<file path="src/rtl/stack_exec_unit_if.sv">
`default_nettype none
// ----------------------------------------------------------------------------
// stack_exec_unit_if : decoder, stack and data-memory signal bundle
// Rev 1.0
// ----------------------------------------------------------------------------
interface stack_exec_unit_if #(
  parameter int DATA_LEN = 16,
  parameter int ADDR_LEN = 8,
  parameter int INST_CAP = 32
);
  localparam int PC_W = $clog2(INST_CAP) + 1;

  logic                en;
  logic [3:0]          opcode;
  logic [ADDR_LEN-1:0] addr_const;
  logic [DATA_LEN-1:0] stk_data_out;
  logic                stk_empty;
  logic                stk_full;
  logic [DATA_LEN-1:0] stk_data_in;
  logic                stk_push;
  logic                stk_pop;
  logic [DATA_LEN-1:0] mem_data_out;
  logic [DATA_LEN-1:0] mem_data_in;
  logic [ADDR_LEN-1:0] mem_addr;
  logic                mem_r_en;
  logic                mem_w_en;
  logic [PC_W-1:0]     pc;
  logic                busy;
  logic                fin_sig;
  logic                err;

  modport slave (
    input  en, opcode, addr_const, stk_data_out, stk_empty, stk_full, mem_data_out,
    output stk_data_in, stk_push, stk_pop, mem_data_in, mem_addr, mem_r_en, mem_w_en,
           pc, busy, fin_sig, err
  );

  modport master (
    output en, opcode, addr_const, stk_data_out, stk_empty, stk_full, mem_data_out,
    input  stk_data_in, stk_push, stk_pop, mem_data_in, mem_addr, mem_r_en, mem_w_en,
           pc, busy, fin_sig, err
  );
endinterface
`default_nettype wire

</file>
<file path="src/rtl/stack_exec_unit.sv">
`default_nettype none
// ----------------------------------------------------------------------------
// stack_exec_unit : FSM execute engine (ALU, push/pop, PC) for the stack CPU.
// Optional stack guards enabled by macro STACK_GUARD_EN.   Rev 1.0
// ----------------------------------------------------------------------------
module stack_exec_unit #(
  parameter int DATA_LEN = 16,
  parameter int ADDR_LEN = 8,
  parameter int INST_CAP = 32
) (
  input  logic             clk,
  input  logic             rstn,
  stack_exec_unit_if.slave bus
);
  localparam int              PC_W   = $clog2(INST_CAP) + 1;
  localparam logic [PC_W-1:0] c_CAP  = PC_W'(INST_CAP);
  localparam logic [PC_W-1:0] c_LAST = PC_W'(INST_CAP - 1);

  localparam logic [3:0] c_OP_NOP  = 4'h0;
  localparam logic [3:0] c_OP_ADD  = 4'h1;
  localparam logic [3:0] c_OP_SUB  = 4'h2;
  localparam logic [3:0] c_OP_AND  = 4'h3;
  localparam logic [3:0] c_OP_OR   = 4'h4;
  localparam logic [3:0] c_OP_XOR  = 4'h5;
  localparam logic [3:0] c_OP_NOT  = 4'h6;
  localparam logic [3:0] c_OP_PSH  = 4'h7;
  localparam logic [3:0] c_OP_POP  = 4'h8;
  localparam logic [3:0] c_OP_JMP  = 4'h9;
  localparam logic [3:0] c_OP_JZ   = 4'hA;
  localparam logic [3:0] c_OP_JS   = 4'hB;
  localparam logic [3:0] c_OP_DUP  = 4'hC;
  localparam logic [3:0] c_OP_HALT = 4'hF;

  typedef enum logic [3:0] {
    S_IDLE, S_POPA, S_POPB, S_CAPB, S_ALU, S_PUSH, S_PUSH2,
    S_MRD, S_MCAP, S_MWR, S_DONE, S_HALT
  } state_t;

  state_t              r_state, w_state_nxt;
  logic [PC_W-1:0]     r_pc, w_pc_nxt, w_pc_inc, w_tgt_raw, w_tgt;
  logic                r_z, r_s, r_err, w_err_set, w_jmp_take, w_tgt_oor;
  logic [3:0]          r_op;
  logic [ADDR_LEN-1:0] r_addr;
  logic [DATA_LEN-1:0] r_a, r_b, w_result;
  logic                w_binop, w_blk_pop, w_blk_push, w_pop, w_push;

`ifdef STACK_GUARD_EN
  assign w_blk_pop  = bus.stk_empty;
  assign w_blk_push = bus.stk_full;
`else
  logic w_unused_guard;
  assign w_blk_pop      = 1'b0;
  assign w_blk_push     = 1'b0;
  assign w_unused_guard = bus.stk_empty ^ bus.stk_full;
`endif

  assign w_binop    = (r_op >= c_OP_ADD) && (r_op <= c_OP_XOR);
  assign w_pc_inc   = (r_pc == c_LAST) ? '0 : r_pc + PC_W'(1);
  assign w_tgt_raw  = bus.addr_const[PC_W-1:0];
  assign w_tgt_oor  = (w_tgt_raw >= c_CAP);
  assign w_tgt      = w_tgt_oor ? (w_tgt_raw % c_CAP) : w_tgt_raw;
  // Jump decisions are made on the en-sample edge, so they look at the live opcode.
  assign w_jmp_take = (bus.opcode == c_OP_JMP) ||
                      ((bus.opcode == c_OP_JZ) && r_z) ||
                      ((bus.opcode == c_OP_JS) && r_s);

  assign w_pop  = ((r_state == S_POPA) || (r_state == S_POPB)) && !w_blk_pop;
  assign w_push = ((r_state == S_PUSH) || (r_state == S_PUSH2)) && !w_blk_push;

  always_comb begin
    w_result = r_a;
    case (r_op)
      c_OP_ADD: w_result = r_b + r_a;
      c_OP_SUB: w_result = r_b - r_a;
      c_OP_AND: w_result = r_b & r_a;
      c_OP_OR:  w_result = r_b | r_a;
      c_OP_XOR: w_result = r_b ^ r_a;
      c_OP_NOT: w_result = ~r_a;
      default:  w_result = r_a;
    endcase
  end

  always_comb begin
    w_state_nxt = r_state;
    w_pc_nxt    = r_pc;
    w_err_set   = 1'b0;
    case (r_state)
      S_IDLE: begin
        if (bus.en) begin
          case (bus.opcode)
            c_OP_ADD, c_OP_SUB, c_OP_AND, c_OP_OR, c_OP_XOR,
            c_OP_NOT, c_OP_DUP, c_OP_POP: w_state_nxt = S_POPA;
            c_OP_PSH:                     w_state_nxt = S_MRD;
            c_OP_NOP: begin
              w_state_nxt = S_DONE;
              w_pc_nxt    = w_pc_inc;
            end
            c_OP_JMP, c_OP_JZ, c_OP_JS: begin
              w_state_nxt = S_DONE;
              w_pc_nxt    = w_jmp_take ? w_tgt : w_pc_inc;
              w_err_set   = w_jmp_take && w_tgt_oor;
            end
            c_OP_HALT: w_state_nxt = S_DONE;
            default: begin
              w_state_nxt = S_DONE;
              w_pc_nxt    = w_pc_inc;
              w_err_set   = 1'b1;
            end
          endcase
        end
      end
      S_POPA: begin
        if (w_blk_pop) begin
          w_state_nxt = S_DONE;
          w_err_set   = 1'b1;
        end else if (w_binop) begin
          w_state_nxt = S_POPB;
        end else if ((r_op == c_OP_NOT) || (r_op == c_OP_DUP)) begin
          w_state_nxt = S_CAPB;
        end else begin
          w_state_nxt = S_MCAP;
        end
      end
      S_POPB: begin
        w_state_nxt = w_blk_pop ? S_DONE : S_CAPB;
        w_err_set   = w_blk_pop;
      end
      S_CAPB: w_state_nxt = S_PUSH;
      S_PUSH, S_PUSH2: begin
        if (w_blk_push) begin
          w_state_nxt = S_DONE;
          w_err_set   = 1'b1;
        end else if ((r_state == S_PUSH) && (r_op == c_OP_DUP)) begin
          w_state_nxt = S_PUSH2;
        end else begin
          w_state_nxt = S_DONE;
          w_pc_nxt    = w_pc_inc;
        end
      end
      S_MRD:  w_state_nxt = S_MCAP;
      S_MCAP: w_state_nxt = (r_op == c_OP_PSH) ? S_PUSH : S_MWR;
      S_MWR: begin
        w_state_nxt = S_DONE;
        w_pc_nxt    = w_pc_inc;
      end
      S_DONE: w_state_nxt = (r_op == c_OP_HALT) ? S_HALT : S_IDLE;
      S_HALT: w_state_nxt = S_HALT;
      default: w_state_nxt = S_IDLE;
    endcase
  end

  always_ff @(posedge clk) begin
    if (!rstn) begin
      r_state <= S_IDLE;
      r_pc    <= '0;
      r_z     <= 1'b0;
      r_s     <= 1'b0;
      r_err   <= 1'b0;
      r_op    <= '0;
      r_addr  <= '0;
      r_a     <= '0;
      r_b     <= '0;
    end else begin
      r_state <= w_state_nxt;
      r_pc    <= w_pc_nxt;
      if (w_err_set) r_err <= 1'b1;
      if ((r_state == S_IDLE) && bus.en) begin
        r_op   <= bus.opcode;
        r_addr <= bus.addr_const;
      end
      // Stack/memory read data arrives one cycle after its strobe.
      case (r_state)
        S_POPB: r_a <= bus.stk_data_out;
        S_CAPB: begin
          if (w_binop) r_b <= bus.stk_data_out;
          else         r_a <= bus.stk_data_out;
        end
        S_MCAP: r_a <= (r_op == c_OP_PSH) ? bus.mem_data_out : bus.stk_data_out;
        S_PUSH: begin
          if (w_push && (w_binop || (r_op == c_OP_NOT))) begin
            r_z <= (w_result == '0);
            r_s <= w_result[DATA_LEN-1];
          end
        end
        default: ;
      endcase
    end
  end

  assign bus.stk_pop     = w_pop;
  assign bus.stk_push    = w_push;
  assign bus.stk_data_in = w_push ? w_result : '0;
  assign bus.mem_r_en    = (r_state == S_MRD);
  assign bus.mem_w_en    = (r_state == S_MWR);
  assign bus.mem_addr    = ((r_state == S_MRD) || (r_state == S_MWR)) ? r_addr : '0;
  assign bus.mem_data_in = (r_state == S_MWR) ? r_a : '0;
  assign bus.pc          = r_pc;
  assign bus.busy        = (r_state != S_IDLE) && (r_state != S_HALT);
  assign bus.fin_sig     = (r_state == S_DONE);
  assign bus.err         = r_err;
endmodule
`default_nettype wire

</file>
<file path="src/flat_wrapper.sv">
// flat-port wrapper written by rule: the top's interface ports become plain ports
module stack_exec_unit_flat 
#(
  parameter int DATA_LEN = 16,
  parameter int ADDR_LEN = 8,
  parameter int INST_CAP = 32
)
  (clk, rstn, bus_en, bus_opcode, bus_addr_const, bus_stk_data_out, bus_stk_empty, bus_stk_full, bus_mem_data_out, bus_stk_data_in, bus_stk_push, bus_stk_pop, bus_mem_data_in, bus_mem_addr, bus_mem_r_en, bus_mem_w_en, bus_pc, bus_busy, bus_fin_sig, bus_err);
  stack_exec_unit_if #(.DATA_LEN(DATA_LEN), .ADDR_LEN(ADDR_LEN), .INST_CAP(INST_CAP)) bus_i ();
  input  logic clk;
  input  logic rstn;
  input wire logic [$bits(bus_i.en)-1:0] bus_en;
  input wire logic [$bits(bus_i.opcode)-1:0] bus_opcode;
  input wire logic [$bits(bus_i.addr_const)-1:0] bus_addr_const;
  input wire logic [$bits(bus_i.stk_data_out)-1:0] bus_stk_data_out;
  input wire logic [$bits(bus_i.stk_empty)-1:0] bus_stk_empty;
  input wire logic [$bits(bus_i.stk_full)-1:0] bus_stk_full;
  input wire logic [$bits(bus_i.mem_data_out)-1:0] bus_mem_data_out;
  output wire logic [$bits(bus_i.stk_data_in)-1:0] bus_stk_data_in;
  output wire logic [$bits(bus_i.stk_push)-1:0] bus_stk_push;
  output wire logic [$bits(bus_i.stk_pop)-1:0] bus_stk_pop;
  output wire logic [$bits(bus_i.mem_data_in)-1:0] bus_mem_data_in;
  output wire logic [$bits(bus_i.mem_addr)-1:0] bus_mem_addr;
  output wire logic [$bits(bus_i.mem_r_en)-1:0] bus_mem_r_en;
  output wire logic [$bits(bus_i.mem_w_en)-1:0] bus_mem_w_en;
  output wire logic [$bits(bus_i.pc)-1:0] bus_pc;
  output wire logic [$bits(bus_i.busy)-1:0] bus_busy;
  output wire logic [$bits(bus_i.fin_sig)-1:0] bus_fin_sig;
  output wire logic [$bits(bus_i.err)-1:0] bus_err;
  assign bus_i.en = bus_en;
  assign bus_i.opcode = bus_opcode;
  assign bus_i.addr_const = bus_addr_const;
  assign bus_i.stk_data_out = bus_stk_data_out;
  assign bus_i.stk_empty = bus_stk_empty;
  assign bus_i.stk_full = bus_stk_full;
  assign bus_i.mem_data_out = bus_mem_data_out;
  assign bus_stk_data_in = bus_i.stk_data_in;
  assign bus_stk_push = bus_i.stk_push;
  assign bus_stk_pop = bus_i.stk_pop;
  assign bus_mem_data_in = bus_i.mem_data_in;
  assign bus_mem_addr = bus_i.mem_addr;
  assign bus_mem_r_en = bus_i.mem_r_en;
  assign bus_mem_w_en = bus_i.mem_w_en;
  assign bus_pc = bus_i.pc;
  assign bus_busy = bus_i.busy;
  assign bus_fin_sig = bus_i.fin_sig;
  assign bus_err = bus_i.err;
  stack_exec_unit #(.DATA_LEN(DATA_LEN), .ADDR_LEN(ADDR_LEN), .INST_CAP(INST_CAP)) u_core (.clk(clk), .rstn(rstn), .bus(bus_i));
endmodule
</file>
<file path="config.mk">
export PLATFORM = sky130hd
export DESIGN_NAME = stack_exec_unit_flat
export DESIGN_NICKNAME = d
export VERILOG_FILES = /design/src/rtl/stack_exec_unit_if.sv /design/src/rtl/stack_exec_unit.sv /design/src/flat_wrapper.sv
export SDC_FILE = /design/constraint.sdc
export NUM_CORES = 1
export LEC_CHECK = 0
export BUFFER_PORTS_ARGS = -buffer_cell sky130_fd_sc_hd__buf_2
export CORE_ASPECT_RATIO = 1.2
export CORE_MARGIN = 4
export CORE_UTILIZATION = 57
export CTS_CLUSTER_DIAMETER = 60
export DETAILED_ROUTE_END_ITERATION = 7
export PLACE_DENSITY = 0.88
export SLEW_MARGIN = 30
export SYNTH_ARGS = -nofsm -noshare
export SYNTH_HDL_FRONTEND = slang
export SYNTH_SLANG_ARGS = --single-unit
export TNS_END_PERCENT = 5
</file>
<file path="constraint.sdc">
create_clock -name clk -period 4.9 [get_ports clk]
set_input_delay 0.98 -clock clk [delete_from_list [all_inputs] [get_ports clk]]
set_output_delay 0.98 -clock clk [all_outputs]
set_load 0.005 [all_outputs]
</file>
==> impl_metrics.sql <==
INSERT INTO impl_metrics (metric_group, metric, value, unit) VALUES
('status', 'status', 'finished, final reports clean', ''),
('global_route', 'maximum_number_of_pins_on_one_net_before_global_route_repair', '56', ''),
('yosys', 'synth_nets', '823', ''),
('yosys', 'synth.cell_area', '5530', 'um^2'),
('timing', 'hold_violations', '0', ''),
('clocking', 'clk_pin_slew_worst_paths', '0.05', 'ns'),
('floorplanning', 'rows', '39', ''),
('placement', 'dp.final_hpwl', '12600', 'um'),
('power', 'p_leak', '3.06', 'nW'),
('worst_setup_path', 'endpoint_kind', 'output pin', ''),
('placement', 'globalplace.congestion', '0.930', ''),
('worst_setup_path', 'crit_path_cell_trace', 'or4b_4 -> nor2_1 -> a21o_1 -> inv_1 -> ha_1 -> nor2b_4 -> o31a_1 -> o21ai_0 -> o2111a_1 -> or3_1 -> a21o_1 -> and2_1 -> nor3_2 -> buf_2', ''),
('yosys', 'ys_top_cells_by_area', 'sky130_fd_sc_hd__dfxtp_1, sky130_fd_sc_hd__ha_1, sky130_fd_sc_hd__mux2i_1, sky130_fd_sc_hd__nand2_1, sky130_fd_sc_hd__nor2_1', ''),
('worst_setup_path', 'r2r.worst_path.cells', '13', ''),
('worst_setup_path', 'regToRegSetupSlack', '1.02', 'ns'),
('timing', 'hold_ws', '0.461', 'ns'),
('worst_setup_path', 'cp_num_buf_inv', '2', ''),
('yosys', 'synth_seq_cells', '57', ''),
('layout', 'drive_gt1_share', '20.7', '%'),
('timing', 'achievable-frequency', '207', 'MHz'),
('yosys', 'warning_count_from_the_yosys_run', '0', ''),
('yosys', 'number_of_enable_type_register_cells_in_the_synthesized_netlist', '0', ''),
('worst_setup_path', 'critical_path_arrival', '3.85', 'ns'),
('worst_setup_path', 'critical_path_class', 'flop to output pin', ''),
('yosys', 'synth_top_cell_area_share', '20.6', '%'),
('timing', 'timing.final.max_slew_violations', '0', ''),
('job', 'timing.max_cap.violations', '0', ''),
('power', 'share_comb_of_total_power', '59.0', '%'),
('worst_setup_path', 'crit_path_top_delay_cell', 'sky130_fd_sc_hd__or4b_4', ''),
('floorplanning', 'fp.coreArea', '9520', 'um^2'),
('route', 'wl_per_cell', '18.6', 'um'),
('placement', 'numPlacedInstances', '915', ''),
('power', 'internal_power_summed_over_all_cells', '0.00194', 'W'),
('clocking', 'clock_path_buffers', '2', ''),
('power', 'max-vdd-ir-drop', '0.417', 'mV'),
('worst_setup_path', 'worst_r2r_endpoint', 'u_core.r_z$_SDFFE_PN0P_', ''),
('global_route', 'wire_length_of_the_first_global_routing_pass', '27400', 'um'),
('global_route', 'grt_antenna_before_repair', '0', ''),
('power', 'sw_frac_of_total', '46.4', '%'),
('yosys', 'synth-seq-area-share', '20.6', '%'),
('yosys', 'syn-instance-count', '724', ''),
('timing', 'final-setup-viol-count', '0', ''),
('route', 'drt_wl_total', '17400', 'um'),
('layout', 'multiInputGateArea', '4100', 'um^2'),
('floorplanning', 'top_level_ports', '102', ''),
('layout', 'antenna-diode-count', '0', ''),
('layout', 'area_delta_synth_final', '18.6', '%'),
('timing', 'share_of_the_clock_period_used_by_the_worst_path', '98.5', '%'),
('clocking', 'tritoncts_clock_tree', 'built', ''),
('power', 'pwr-share-clk', '20.5', '%'),
('layout', 'register_area', '1140', 'um^2'),
('route', 'drt_pre_antenna_iters', '5', ''),
('yosys', 'synth_area_per_cell', '7.64', 'um^2'),
('global_route', 'first_global_vias', '5724', ''),
('timing', 'worst_slew_pin_slew', '0.952', 'ns'),
('timing', 'final_period_minus_worst_setup_slack', '4.83', 'ns'),
('hold_path', 'holdCritStartpoint', 'u_core.r_addr[0]$_SDFFE_PN0P_', ''),
('timing', 'finalClockSkew', '0.00444', 'ns'),
('layout', 'final_net_count', '906', ''),
('route', 'drt_iter0_drc', '577', ''),
('global_route', 'grt_usage', '29.8', '%'),
('route', 'antenna_violating_nets_post_route', '0', ''),
('floorplanning', 'y_dimension_of_the_die', '116', 'um'),
('worst_setup_path', 'maximum_cell_stage_delay_along_the_critical_path', '0.59', 'ns'),
('timing', 'fin_tns_setup', '0', 'ns'),
('hold_path', 'worst_hold_path.num_cells', '2', ''),
('worst_setup_path', 'launching_element_type_of_the_critical_path', 'flop', ''),
('power', 'powerDensity', '552', 'nW/um^2'),
('clocking', 'ctsHtreeMaxLevel', '3', ''),
('clocking', 'clock_latency', '0.34', 'ns'),
('hold_path', 'worstHoldPathType', 'flop to flop', '');
-- what timing repair did --
| action | in CTS | in global routing |
|---|---|---|
| buffers inserted | 0 | 4 |
| gates resized for setup | 1 | 15 |
| endpoints found under the setup margin | 1 | 1 |
| pin swaps | 0 | 6 |
-- Yosys cell counts (4+ instances only) --
cell / n
sky130_fd_sc_hd__or3_1: 4
sky130_fd_sc_hd__nor3b_1: 4
sky130_fd_sc_hd__a21oi_1: 35
sky130_fd_sc_hd__nand2b_1: 12
sky130_fd_sc_hd__o22ai_1: 8
sky130_fd_sc_hd__nor2_1: 74
sky130_fd_sc_hd__o21ai_0: 32
sky130_fd_sc_hd__mux2i_1: 40
sky130_fd_sc_hd__xor2_1: 6
sky130_fd_sc_hd__nor2b_1: 23
sky130_fd_sc_hd__o211a_1: 16
sky130_fd_sc_hd__a21o_1: 6
sky130_fd_sc_hd__clkbuf_1: 27
sky130_fd_sc_hd__xnor2_1: 20
sky130_fd_sc_hd__and3_1: 6
sky130_fd_sc_hd__nand2_1: 80
sky130_fd_sc_hd__a211oi_1: 6
sky130_fd_sc_hd__ha_1: 49
sky130_fd_sc_hd__o211ai_1: 5
sky130_fd_sc_hd__dfxtp_1: 57
sky130_fd_sc_hd__a31oi_1: 7
sky130_fd_sc_hd__buf_2: 11
sky130_fd_sc_hd__o21a_1: 4
sky130_fd_sc_hd__a22oi_1: 5
sky130_fd_sc_hd__buf_1: 4
sky130_fd_sc_hd__a221oi_1: 5
sky130_fd_sc_hd__o2111a_1: 4
sky130_fd_sc_hd__nor3_1: 10
sky130_fd_sc_hd__a21boi_0: 13
sky130_fd_sc_hd__inv_1: 45
sky130_fd_sc_hd__and2_1: 15
sky130_fd_sc_hd__nand3_1: 12
-- registers in the layout (all words and copies together), names as in the netlist --
signal / count
u_core.bus.pc: 6
u_core.bus.err: 1
u_core.r_z: 1
u_core.r_addr: 8
u_core.r_s: 1
u_core.r_op: 4
u_core.r_a: 16
u_core.r_b: 16
u_core.r_state: 4
-- per-stage QoR --
step | worst slack (ns) | power, W
3_3_place_gp | 0.405 | 0.00265
3_5_place_dp | 0.327 | 0.00274
2_1_floorplan | 0.444 | 0.00223
6_report | 0.0711 | 0.00362
4_1_cts | 0.0536 | 0.00349
5_1_grt | -0.00412 | 0.00385
-- routing by layer --
| metal | GRT usage, % | wire length, um | vias up |
|---|---|---|---|
| li1 | - | - | 2754 |
| met1 | 34.9 | 6840 | 2743 |
| met2 | 50.6 | 8420 | 297 |
| met3 | 6.62 | 1390 | 70 |
| met4 | 16.4 | 714 | 0 |
| met5 | 0 | 0 | - |
-- cells by family (layout without fill, tap and decap cells) --
kind of cell               count (synthesis)  count (layout)  share of synthesized area, %
buffers and inverters                     92             180                          6.85
DFF                                       57              57                          20.6
AOI/OAI and AO/OA                        189             189                          25.0
xor gates and xnor gates                  26              26                          4.12
muxes                                     41              41                          7.44
adders and majority gates                 50              50                          11.4
and+or+nand+nor                          269             269                          24.6
-- worst reg2reg max path: stages, from the launching register on --
cell                        delay (ns)
sky130_fd_sc_hd__dfxtp_1          0.41
sky130_fd_sc_hd__or4b_4           0.59
sky130_fd_sc_hd__nor2_1           0.12
sky130_fd_sc_hd__a21o_1           0.15
sky130_fd_sc_hd__inv_1            0.06
sky130_fd_sc_hd__ha_1             0.28
sky130_fd_sc_hd__nor2b_4          0.14
sky130_fd_sc_hd__o2111a_1         0.24
sky130_fd_sc_hd__a2111oi_2        0.52
sky130_fd_sc_hd__xor2_1           0.25
sky130_fd_sc_hd__o211ai_1         0.11
sky130_fd_sc_hd__nor4_1           0.42
sky130_fd_sc_hd__nand4_1          0.25
sky130_fd_sc_hd__o31ai_2          0.24
-- area by class of cell --
| type | count | share of cell area, % |
|---|---|---|
| clock buffers | 11 | 3.70 |
| clock inverters | 5 | 1.56 |
| multi-input cells | 575 | 62.5 |
| well taps | 123 | 2.35 |
| repair buffers | 119 | 9.84 |
| inverters | 45 | 2.57 |
| flip-flops and latches | 57 | 17.5 |
-- placed cells by master, fill, tap and decap left out, types with 6 or more instances in the layout --
cell                        count
sky130_fd_sc_hd__nor2b_1       22
sky130_fd_sc_hd__ha_1          48
sky130_fd_sc_hd__a211oi_1       6
sky130_fd_sc_hd__mux2i_1       40
sky130_fd_sc_hd__o21ai_0       31
sky130_fd_sc_hd__nand2_1       80
sky130_fd_sc_hd__o22ai_1        8
sky130_fd_sc_hd__xnor2_1       20
sky130_fd_sc_hd__a31oi_1        7
sky130_fd_sc_hd__a21boi_0      13
sky130_fd_sc_hd__inv_1         45
sky130_fd_sc_hd__a21o_1         6
sky130_fd_sc_hd__buf_4         20
sky130_fd_sc_hd__and2_1        15
sky130_fd_sc_hd__and3_1         6
sky130_fd_sc_hd__a21oi_1       34
sky130_fd_sc_hd__nand3_1       11
sky130_fd_sc_hd__buf_2         99
sky130_fd_sc_hd__o211a_1       16
sky130_fd_sc_hd__clkbuf_16      9
sky130_fd_sc_hd__nand2b_1      12
sky130_fd_sc_hd__dfxtp_1       54
sky130_fd_sc_hd__xor2_1         6
sky130_fd_sc_hd__nor3_1        10
sky130_fd_sc_hd__nor2_1        72
-- power groups by stage --
| stage | Sequential [W] | Combinational [W] | Clock, W |
|---|---|---|---|
| after floorplan | 0.000639 | 0.00160 | 0 |
| after CTS | 0.000724 | 0.00203 | 0.000742 |
| final | 0.000743 | 0.00214 | 0.000740 |
| after global routing | 0.000759 | 0.00233 | 0.000764 |
| after detailed placement | 0.000731 | 0.00201 | 0 |
| after global placement | 0.000719 | 0.00193 | 0 |
-- worst max path at each step --
stage                           startpoint  slack (ns)  cells past startpoint                   to
6_report       u_core.r_op[3]$_SDFFE_PN0P_        0.07                     14  bus_stk_data_in[15]
5_1_grt         u_core.r_a[0]$_SDFFE_PN0P_      -0.004                     15  bus_stk_data_in[15]
4_1_cts        u_core.r_op[0]$_SDFFE_PN0P_        0.05                     14  bus_stk_data_in[15]
3_5_place_dp    u_core.r_a[2]$_SDFFE_PN0P_        0.33                     14  bus_stk_data_in[15]
3_3_place_gp    u_core.r_a[2]$_SDFFE_PN0P_        0.40                     14  bus_stk_data_in[15]
2_1_floorplan  u_core.r_op[0]$_SDFFE_PN0P_        0.44                     15  bus_stk_data_in[15]
No activity file was read; power rests on OpenSTA's default activity.
